## config.mk

```make
export PLATFORM = sky130hd
export DESIGN_NAME = imm_ext_pipe
export DESIGN_NICKNAME = d
export VERILOG_FILES = /design/src/rtl/imm_pkg.sv /design/src/rtl/imm_format.sv /design/src/rtl/imm_ext_pipe.sv
export SDC_FILE = /design/constraint.sdc
export NUM_CORES = 1
export LEC_CHECK = 0
export CORE_UTILIZATION = 56
export DETAILED_ROUTE_END_ITERATION = 8
export PLACE_DENSITY = 0.83
export REMOVE_ABC_BUFFERS = 1
export SETUP_SLACK_MARGIN = 0.02
export SLEW_MARGIN = 20
export SYNTH_ARGS = -nofsm -noshare
export SYNTH_HDL_FRONTEND = slang
export SYNTH_SLANG_ARGS = --single-unit
```

## constraint.sdc

```tcl
create_clock -name clk -period 2.65 [get_ports clk]
set_input_delay 0.53 -clock clk [delete_from_list [all_inputs] [get_ports clk]]
set_output_delay 0.53 -clock clk [all_outputs]
set_load 0.02 [all_outputs]
```

## src/rtl/imm_pkg.sv

```systemverilog
`default_nettype none
// ============================================================================
// Module      : imm_pkg
// Description : Immediate format encodings and default datapath width.
// Revision    : 1.0 - initial release
// ============================================================================
package imm_pkg;

    localparam int IMM_XLEN_DEFAULT = 32;

    typedef enum logic [2:0] {
        IMM_I     = 3'b000,
        IMM_S     = 3'b001,
        IMM_B     = 3'b010,
        IMM_U     = 3'b011,
        IMM_J     = 3'b100,
        IMM_SHAMT = 3'b101
    } imm_src_e;

endpackage : imm_pkg
`default_nettype wire

```

## src/rtl/imm_format.sv

```systemverilog
`default_nettype none
// ============================================================================
// Module      : imm_format
// Description : Combinational immediate decoder (format select -> immediate).
// Revision    : 1.0 - initial release
// ============================================================================
module imm_format
    import imm_pkg::*;
#(
    parameter int XLEN = IMM_XLEN_DEFAULT
) (
    input  logic [2:0]      i_imm_src,
    input  logic [24:0]     i_instr,
    output logic [XLEN-1:0] o_imm,
    output logic            o_err
);

    // Re-index so slices read exactly like the architectural bit numbers.
    logic [31:7]     w_ins;
    logic [XLEN-1:0] w_shamt;

    assign w_ins = i_instr;

    generate
        if (XLEN == 64) begin : g_shamt_rv64
            assign w_shamt = XLEN'(w_ins[25:20]);
        end else begin : g_shamt_rv32
            assign w_shamt = XLEN'(w_ins[24:20]);
        end
    endgenerate

    always_comb begin
        o_imm = '0;
        o_err = 1'b0;
        case (i_imm_src)
            IMM_I:     o_imm = XLEN'($signed(w_ins[31:20]));
            IMM_S:     o_imm = XLEN'($signed({w_ins[31:25], w_ins[11:7]}));
            IMM_B:     o_imm = XLEN'($signed({w_ins[31], w_ins[7], w_ins[30:25],
                                              w_ins[11:8], 1'b0}));
            IMM_U:     o_imm = XLEN'($signed({w_ins[31:12], 12'b0}));
            IMM_J:     o_imm = XLEN'($signed({w_ins[31], w_ins[19:12], w_ins[20],
                                              w_ins[30:21], 1'b0}));
            IMM_SHAMT: o_imm = w_shamt;
            default:   o_err = 1'b1;
        endcase
    end

endmodule : imm_format
`default_nettype wire

```

## src/rtl/imm_ext_pipe.sv

```systemverilog
`default_nettype none
// ============================================================================
// Module      : imm_ext_pipe
// Description : One-cycle immediate extender with output + skid buffering.
// Revision    : 1.0 - initial release
// ============================================================================
module imm_ext_pipe
    import imm_pkg::*;
#(
    parameter int XLEN  = IMM_XLEN_DEFAULT,
    parameter int ERR_W = 16
) (
    input  logic             clk,
    input  logic             rst_n,
    input  logic             flush,
    input  logic             in_valid,
    output logic             in_ready,
    input  logic [2:0]       imm_src,
    input  logic [24:0]      instr,
    output logic             out_valid,
    input  logic             out_ready,
    output logic [XLEN-1:0]  imm_ext,
    output logic             imm_err,
    output logic [ERR_W-1:0] err_cnt
);

    logic [XLEN-1:0]  w_fmt_imm;
    logic             w_fmt_err;
    logic             w_accept;
    logic             w_drain;

    logic             r_out_valid_q, w_out_valid_d;
    logic [XLEN-1:0]  r_out_imm_q,   w_out_imm_d;
    logic             r_out_err_q,   w_out_err_d;
    logic             r_skid_full_q, w_skid_full_d;
    logic [XLEN-1:0]  r_skid_imm_q,  w_skid_imm_d;
    logic             r_skid_err_q,  w_skid_err_d;
    logic             r_in_ready_q,  w_in_ready_d;
    logic [ERR_W-1:0] r_err_cnt_q,   w_err_cnt_d;

    imm_format #(
        .XLEN (XLEN)
    ) u_imm_format (
        .i_imm_src (imm_src),
        .i_instr   (instr),
        .o_imm     (w_fmt_imm),
        .o_err     (w_fmt_err)
    );

    assign w_accept = in_valid && r_in_ready_q;
    assign w_drain  = r_out_valid_q && out_ready;

    always_comb begin
        w_out_valid_d = r_out_valid_q;
        w_out_imm_d   = r_out_imm_q;
        w_out_err_d   = r_out_err_q;
        w_skid_full_d = r_skid_full_q;
        w_skid_imm_d  = r_skid_imm_q;
        w_skid_err_d  = r_skid_err_q;
        w_err_cnt_d   = r_err_cnt_q;

        if (flush) begin
            w_out_valid_d = 1'b0;
            w_skid_full_d = 1'b0;
        end else if (!r_out_valid_q || w_drain) begin
            // Output slot frees up: the older skid entry always goes first.
            if (r_skid_full_q) begin
                w_out_valid_d = 1'b1;
                w_out_imm_d   = r_skid_imm_q;
                w_out_err_d   = r_skid_err_q;
                w_skid_full_d = 1'b0;
            end else if (w_accept) begin
                w_out_valid_d = 1'b1;
                w_out_imm_d   = w_fmt_imm;
                w_out_err_d   = w_fmt_err;
            end else begin
                w_out_valid_d = 1'b0;
            end
        end else if (w_accept) begin
            w_skid_full_d = 1'b1;
            w_skid_imm_d  = w_fmt_imm;
            w_skid_err_d  = w_fmt_err;
        end

        if (!flush && w_accept && w_fmt_err && (r_err_cnt_q != '1)) begin
            w_err_cnt_d = r_err_cnt_q + ERR_W'(1);
        end

        w_in_ready_d = !w_skid_full_d;
    end

    always_ff @(posedge clk or negedge rst_n) begin
        if (!rst_n) begin
            r_out_valid_q <= 1'b0;
            r_out_imm_q   <= '0;
            r_out_err_q   <= 1'b0;
            r_skid_full_q <= 1'b0;
            r_skid_imm_q  <= '0;
            r_skid_err_q  <= 1'b0;
            r_in_ready_q  <= 1'b0;
            r_err_cnt_q   <= '0;
        end else begin
            r_out_valid_q <= w_out_valid_d;
            r_out_imm_q   <= w_out_imm_d;
            r_out_err_q   <= w_out_err_d;
            r_skid_full_q <= w_skid_full_d;
            r_skid_imm_q  <= w_skid_imm_d;
            r_skid_err_q  <= w_skid_err_d;
            r_in_ready_q  <= w_in_ready_d;
            r_err_cnt_q   <= w_err_cnt_d;
        end
    end

    assign in_ready  = r_in_ready_q;
    assign out_valid = r_out_valid_q;
    assign imm_ext   = r_out_imm_q;
    assign imm_err   = r_out_err_q;
    assign err_cnt   = r_err_cnt_q;

endmodule : imm_ext_pipe
`default_nettype wire

```

==> results.md, run 1 <==
* Final Max Tran Viols at 0
* Post-DP HPWL at 7190 µm
* Setup Skew at 0.0113 ns
* Via density at 5.85
* FP Rows at 31
* Slowest cell on the critical path: maj3_1
* Synth Instances at 459
* Initial core utilization at 57.7%
* I/O Buffers at 83
* Most area-hungry cell type in the Yosys netlist: dfrtp_1
* Chip width at 88.5 µm
* Met2 usage at 47.0%
* Most frequent CP cell: buf_4
* Final core occ at 74.1%
* Antenna violations before repair at 0
* Kind of critical path: primary input to flip-flop
* Iter 0 DRT Violations at 318
* Relative slew slack at 63.1%
* # H-tree levels at 3
* Max-capacitance violation count at 0
* CP cell instances: clkdlybuf4s50_1, buf_4, maj3_1, nor2b_1, buf_4, a21oi_1, o21ai_0
* Worst-Skew Late Latency at 0.36 ns
* CP arrival at 2.38 ns
* Aggregate routed wire length at 10500 µm
* Worst VDD drop at 0.000501 V
* Power per cell area at 664 mW/mm²
* Met1 Usage GRT at 37.0%
* CP Capture Type: flip-flop
* Crit-path max FO at 30
* Synth Register Bits at 85
* Number of global-route vias before repair at 3548
* Via count at 3730
* Cell variety after synth at 42
* Number of setup buffers added after CTS at 0
* Most used DFF post-synth: dfrtp_1
* Post-synth top area share at 50.8%
* DRC errors left at 0
* Min cycle time layout at 2.11 ns
* TritonCTS buffer count at 9
* Area Growth Syn to Fin at 28.4%
* Final count of hold timing violations at 0
* Reg clk slew, reported paths at 0.10 ns
* Gr usage total at 28.5%
* Final setup TNS at 0 ns
* Post-synth ARST share at 100%
* IO Pins at 84
* RSZ-0062 raised after global routing: false
* Buf+Inv Stages, Crit Path at 3
* CTS root buf: clkbuf_8
* Clock Path Buffers at 2
* FILL cells at 558
* Commonest cells in the netlist: dfrtp_1 (85), nand2_1 (79), o21ai_0 (48)
* First-pass GRT wire length at 16800 µm
* Post-synth EDFFs at 0
* Met3 usage at 5.32%
* Die ar. at 0.00782 mm²
* Die Ht at 88.5 µm
* Final setup violating endpoints at 0
* Mapped Area at 0.00419 mm²
* # resized after CTS at 0
* Area contributors post-synth: dfrtp_1 (51%), nand2_1 (7.1%), o21ai_0 (5.7%)
* RePlAce Congestion at 0.873
* DR WL/cell at 16.5 µm
* Max Clock Freq at 475 MHz
* CP peak stage delay at 0.49 ns
* P_leak at 2.32 nW
* Worst min path class: primary input to asynchronous set/reset pin
* TritonCTS clock tree: yes
* Critical path startpoint category: primary input
* Sequential area share after synthesis at 50.8%
* N_diodes at 0
* Final ANT Viol Nets at 0
* Gr busiest metal: met2
* Period utilization at 79.5%
* Layout cells sized above 1 at 9.09%
* Largest net degree at the start of global routing at 86
* Nets@finish at 568
* Status: finished, final reports clean
* Grt total ovfl at 0
* 1st-pass router iterations at 4
* Core area at 0.00725 mm²
* Cell family with most CP delay: buffers and inverters
* Crit path required time at 2.92 ns
* Avg Cell Area, Syn at 9.12 µm²
* Slew @ Worst Pin at 0.552 ns
* Post-CTS Hold Fix Bufs at 0
* Clock sink count at 85
* YS warnings at 0
* Count leader, synth: dfrtp_1
## per-layer routing
| layer | share of wire, % | vias up |
|---|---|---|
| met1 | 42 | 1824 |
| met3 | 6.0 | 22 |
| li1 | - | 1755 |
| met4 | 2.0 | 0 |
| met2 | 50 | 129 |
| met5 | 0 | - |
## state kept, by name, summed over array words and instances (netlist names)
signal	count
imm_ext	32
r_skid_imm_q	32
err_cnt	16
imm_err	1
in_ready	1
out_valid	1
r_skid_err_q	1
r_skid_full_q	1
## worst reg2reg max path, cell delays in order, from the launching register on
cell and delay [ns]:
dfrtp_1 0.38, buf_4 0.27, inv_1 0.41, nand3_1 0.49
o22ai_1 0.35
## kinds of logic (layout without fill, tap and decap cells)
family | Yosys count | count (layout) | share of synthesized area, %
AND/OR/NAND/NOR | 188 | 188 | 23.6
AO/OA/AOI/OAI | 117 | 117 | 15.6
flip-flops | 85 | 85 | 50.8
buffers and inverters | 45 | 125 | 4.33
XOR/XNOR | 14 | 14 | 2.93
multiplexers | 8 | 8 | 2.15
adder cells (fa/ha/maj) | 2 | 2 | 0.538
## path summary, 6_finish.rpt
check                                 start          endpoint  slack [ns]  depth (start not counted)
setup / recovery                 imm_src[1]  r_skid_imm_q[26]        0.54                          7
hold / removal                        rst_n       imm_ext[13]        0.16                          2
setup reg to reg              r_skid_full_q       imm_ext[28]        0.69                          4
hold reg to reg            r_skid_imm_q[12]  r_skid_imm_q[12]        0.48                          2
max in group asynchronous             rst_n  r_skid_imm_q[17]        2.11                          2
min in group clk           r_skid_imm_q[12]  r_skid_imm_q[12]        0.48                          2
## through the flow
stage               instance area [µm²]  instances  setup WS [ns]  hold slack (ns)  power, mW
global placement                   5140        622          0.275            0.453       2.50
finish                             5370        638          0.544            0.164       3.57
floorplan                          4040        424         -0.255            0.234       2.07
global route                       5370        638          0.469            0.217       3.74
detailed placement                 5140        622          0.204            0.461       2.54
CTS                                5370        638          0.556            0.204       3.59
## placed cells by master, fill, tap and decap left out, types with 2 or more instances in the layout
cell type,netlist,final
and4bb_2,2,2
or3_1,4,4
nand3b_1,2,2
a2111oi_2,2,2
clkbuf_8,0,9
nand2_1,79,79
nor2b_1,3,3
a211oi_1,6,6
xnor2_1,7,7
mux2_2,8,8
inv_8,0,2
nor2_1,24,24
o22ai_1,11,11
nand4b_1,8,8
buf_12,0,2
nor3_1,7,7
nand4_1,17,17
nand3_1,7,7
and3_1,3,3
or3b_2,2,2
inv_1,10,10
a21oi_1,35,35
bufinv_16,0,2
clkdlybuf4s50_1,0,82
o31ai_1,2,2
o21ai_0,48,48
dfrtp_1,85,85
or4bb_1,8,8
buf_4,0,15
xor2_1,7,7
nand2b_1,16,16
o21ai_1,8,8
## report_power, final
group | leakage (nW) | total [mW] | switching [mW] | internal [mW]
Clock | 0.118 | 1.05 | 0.501 | 0.547
Combinational | 1.11 | 0.862 | 0.455 | 0.406
Sequential | 1.10 | 1.66 | 0.148 | 1.51
Total | 2.32 | 3.57 | 1.10 | 2.46
## area by class of cell
type / count / area (µm²) / area share [%]
Clock inverter: 7 / 105 / 1.96
Timing Repair Buffer: 99 / 973 / 18.1
Sequential cell: 85 / 2130 / 39.6
Inverter: 10 / 37.5 / 0.698
Tap cell: 99 / 124 / 2.31
Multi-Input combinational cell: 329 / 1880 / 35.0
Clock buffer: 9 / 124 / 2.31
Note: power is estimated with default switching activity, not from simulation.
==> run 2, diff against run 1 <==
--- a/config.mk
+++ b/config.mk
@@ -5,9 +5,9 @@
 export SDC_FILE = /design/constraint.sdc
 export NUM_CORES = 1
 export LEC_CHECK = 0
-export CORE_UTILIZATION = 56
+export CORE_UTILIZATION = 52
 export DETAILED_ROUTE_END_ITERATION = 8
-export PLACE_DENSITY = 0.83
+export PLACE_DENSITY = 0.78
 export REMOVE_ABC_BUFFERS = 1
 export SETUP_SLACK_MARGIN = 0.02
 export SLEW_MARGIN = 20
==> constraint.sdc (replaced) <==
create_clock -name clk -period 2 [get_ports clk]
set_input_delay 0.4 -clock clk [delete_from_list [all_inputs] [get_ports clk]]
set_output_delay 0.4 -clock clk [all_outputs]
set_load 0.02 [all_outputs]
==> run 2 against run 1 <==
Net effect:
- cell count increased by 5.2%
- sequential share of layout area decreased by 1.9 points
- non-clock buffer count increased by 30
- power increased by 34%
- sequential power increased by 32%
- clock power increased by 30%
- combinational power increased by 39%
- setup slack got worse by 0.43 ns
- first-iteration DRC count decreased by 9.7%
- hold slack improved by 0.32 ns
- critical path depth unchanged
- critical path type unchanged
==> results.md, run 2 (synthesized netlist as in run 1, its figures left out) <==
* Number of setup buffers added after CTS at 0
* Power per cell area at 843 mW/mm²
* CP peak stage delay at 0.53 ns
* Switching fraction of total power at 30.4%
* Aggregate routed wire length at 11200 µm
* Via count at 3871
* Commonest non-fill, non-tap cells in the layout: dfrtp_1 (85), clkdlybuf4s50_1 (82), nand2_1 (79)
* Clock power share at 28.8%
* Post-DP HPWL at 7810 µm
* Post-CTS Hold Fix Bufs at 1
* Worst VDD drop at 0.000480 V
* Met1 Usage GRT at 38.3%
* Final Max Tran Viols at 0
* Cell family with most CP delay: buffers and inverters
* CP arrival at 2.16 ns
* FP Rows at 32
* Largest net degree at the start of global routing at 45
* Gr usage total at 28.2%
* Setup Skew at 0.0110 ns
* Number of global-route vias before repair at 3875
* Relative slew slack at 71.5%
* # H-tree levels at 3
* Die ar. at 0.00841 mm²
* N_diodes at 0
* Buf+Inv Stages, Crit Path at 3
* Chip width at 91.7 µm
* IO Pins at 84
* P_leak at 2.48 nW
* DR WL/cell at 16.7 µm
* Final count of hold timing violations at 0
* Area Growth Syn to Fin at 35.0%
* Met2 usage at 46.1%
* Kind of critical path: primary input to flip-flop
* CP cell instances: clkdlybuf4s50_1, buf_4, buf_4, nand2b_1, nor3b_1, o31ai_1, o21ai_0
* Grt total ovfl at 0
* Internal Power at 3.32 mW
* Clock sink count at 85
* Worst setup margin at 0.114 ns
* Critical path startpoint category: primary input
* Slowest cell on the critical path: clkdlybuf4s50_1
* RSZ-0062 raised after global routing: false
* Worst-Skew Late Latency at 0.36 ns
* Max-capacitance violation count at 0
* I/O Buffers at 83
* Psw at 1.45 mW
* 1st-pass router iterations at 7
* Min cycle time layout at 1.89 ns
* Final ANT Viol Nets at 0
* Reg clk slew, reported paths at 0.09 ns
* Most frequent CP cell: buf_4
* Final setup TNS at 0 ns
* # resized after CTS at 0
* CTS root buf: clkbuf_8
* TritonCTS clock tree: yes
* Iter 0 DRT Violations at 287
* Final setup violating endpoints at 0
* Part of the power in combinational logic at 25.1%
* Initial core utilization at 53.9%
* Worst min path class: flip-flop to flip-flop
* Status: finished, final reports clean
* Seq pwr share at 46.0%
* Commonest non-fill, non-tap cell in the layout: dfrtp_1
* Clock Path Buffers at 2
* FILL cells at 576
* Pre-CTS WS at -0.229 ns
* Die Ht at 91.7 µm
* First-pass GRT wire length at 18600 µm
* CP Capture Type: flip-flop
* Max Clock Freq at 530 MHz
* Slew @ Worst Pin at 0.427 ns
* Crit-path max FO at 15
* Met3 usage at 4.64%
* DRC errors left at 0
* Nets@finish at 598
* Period utilization at 94.3%
* RePlAce Congestion at 0.868
* Via density at 5.77
* Crit path required time at 2.28 ns
* Layout cells sized above 1 at 13.7%
* Core area at 0.00777 mm²
* TritonCTS buffer count at 9
* Antenna violations before repair at 0
* Gr busiest metal: met2
## run 2: cell types whose count changed in the layout (fill, tap and decap cells not counted)
cell / before / now
buf_4: 15 / 40
clkinvlp_4: 0 / 1
dlygate4sd3_1: 0 / 1
inv_6: 1 / 0
clkinv_2: 1 / 2
buf_12: 2 / 6
inv_8: 2 / 0
clkbuf_8: 9 / 10
## run 2: through the flow
| stage | instance area, µm² | hold WS [ns] | instances | util [%] | power [mW] |
|---|---|---|---|---|---|
| after CTS | 5650 | 0.480 | 671 | 72.7 | 4.77 |
| after global placement | 5420 | 0.331 | 654 | 69.7 | 3.37 |
| after detailed placement | 5420 | 0.332 | 654 | 69.7 | 3.42 |
| after global routing | 5650 | 0.506 | 671 | 72.7 | 4.99 |
| after floorplan | 4040 | 0.104 | 424 | - | 2.75 |
| final | 5650 | 0.480 | 671 | 72.7 | 4.76 |
## run 2: path summary, 6_finish.rpt
| check | depth (start not counted) | slack (ns) | startpoint | end |
|---|---|---|---|---|
| worst min-delay path | 2 | 0.48 | r_skid_imm_q[3] | r_skid_imm_q[3] |
| worst max register to register | 6 | 0.23 | err_cnt[0] | err_cnt[7] |
| worst min register to register | 2 | 0.48 | r_skid_imm_q[3] | r_skid_imm_q[3] |
| min in group asynchronous | 2 | 0.49 | rst_n | imm_ext[4] |
| max in group asynchronous | 3 | 0.95 | rst_n | r_skid_imm_q[11] |
| worst max-delay path | 7 | 0.11 | imm_src[1] | imm_ext[11] |
## run 2: power by group through the flow
stage               combinational [mW]  sequential, mW  clock [mW]
global route                      1.30            2.23        1.46
CTS                               1.20            2.19        1.38
finish                            1.20            2.19        1.37
global placement                  1.16            2.21           0
floorplan                        0.371            2.38           0
detailed placement                1.19            2.22           0
## run 2: worst reg2reg max path, delay by kind of cell, from the launching register on
kind	cells	cell delay (ns)
adders and majority gates	1	0.26
buffers and inverters	1	0.17
AOI/OAI and AO/OA	1	0.40
and+or+nand+nor	2	0.22
xor gates and xnor gates	1	0.20
DFF	1	0.44
## run 2: final cells by class
type                            count  area, µm²  share of cell area (%)
Sequential cell                    85       2130                    37.6
Inverter                           10       37.5                   0.664
Tap cell                          102        128                    2.26
Clock inverter                      6       86.3                    1.53
Timing Repair Buffer              129       1250                    22.1
Multi-Input combinational cell    329       1880                    33.3
Clock buffer                       10        138                    2.44
## run 2: metal layers
layer | part of all wire [%] | wire, µm
met5 | 0 | 0
met1 | 45 | 5040
met3 | 5.6 | 627
met4 | 1.5 | 167
met2 | 48 | 5350
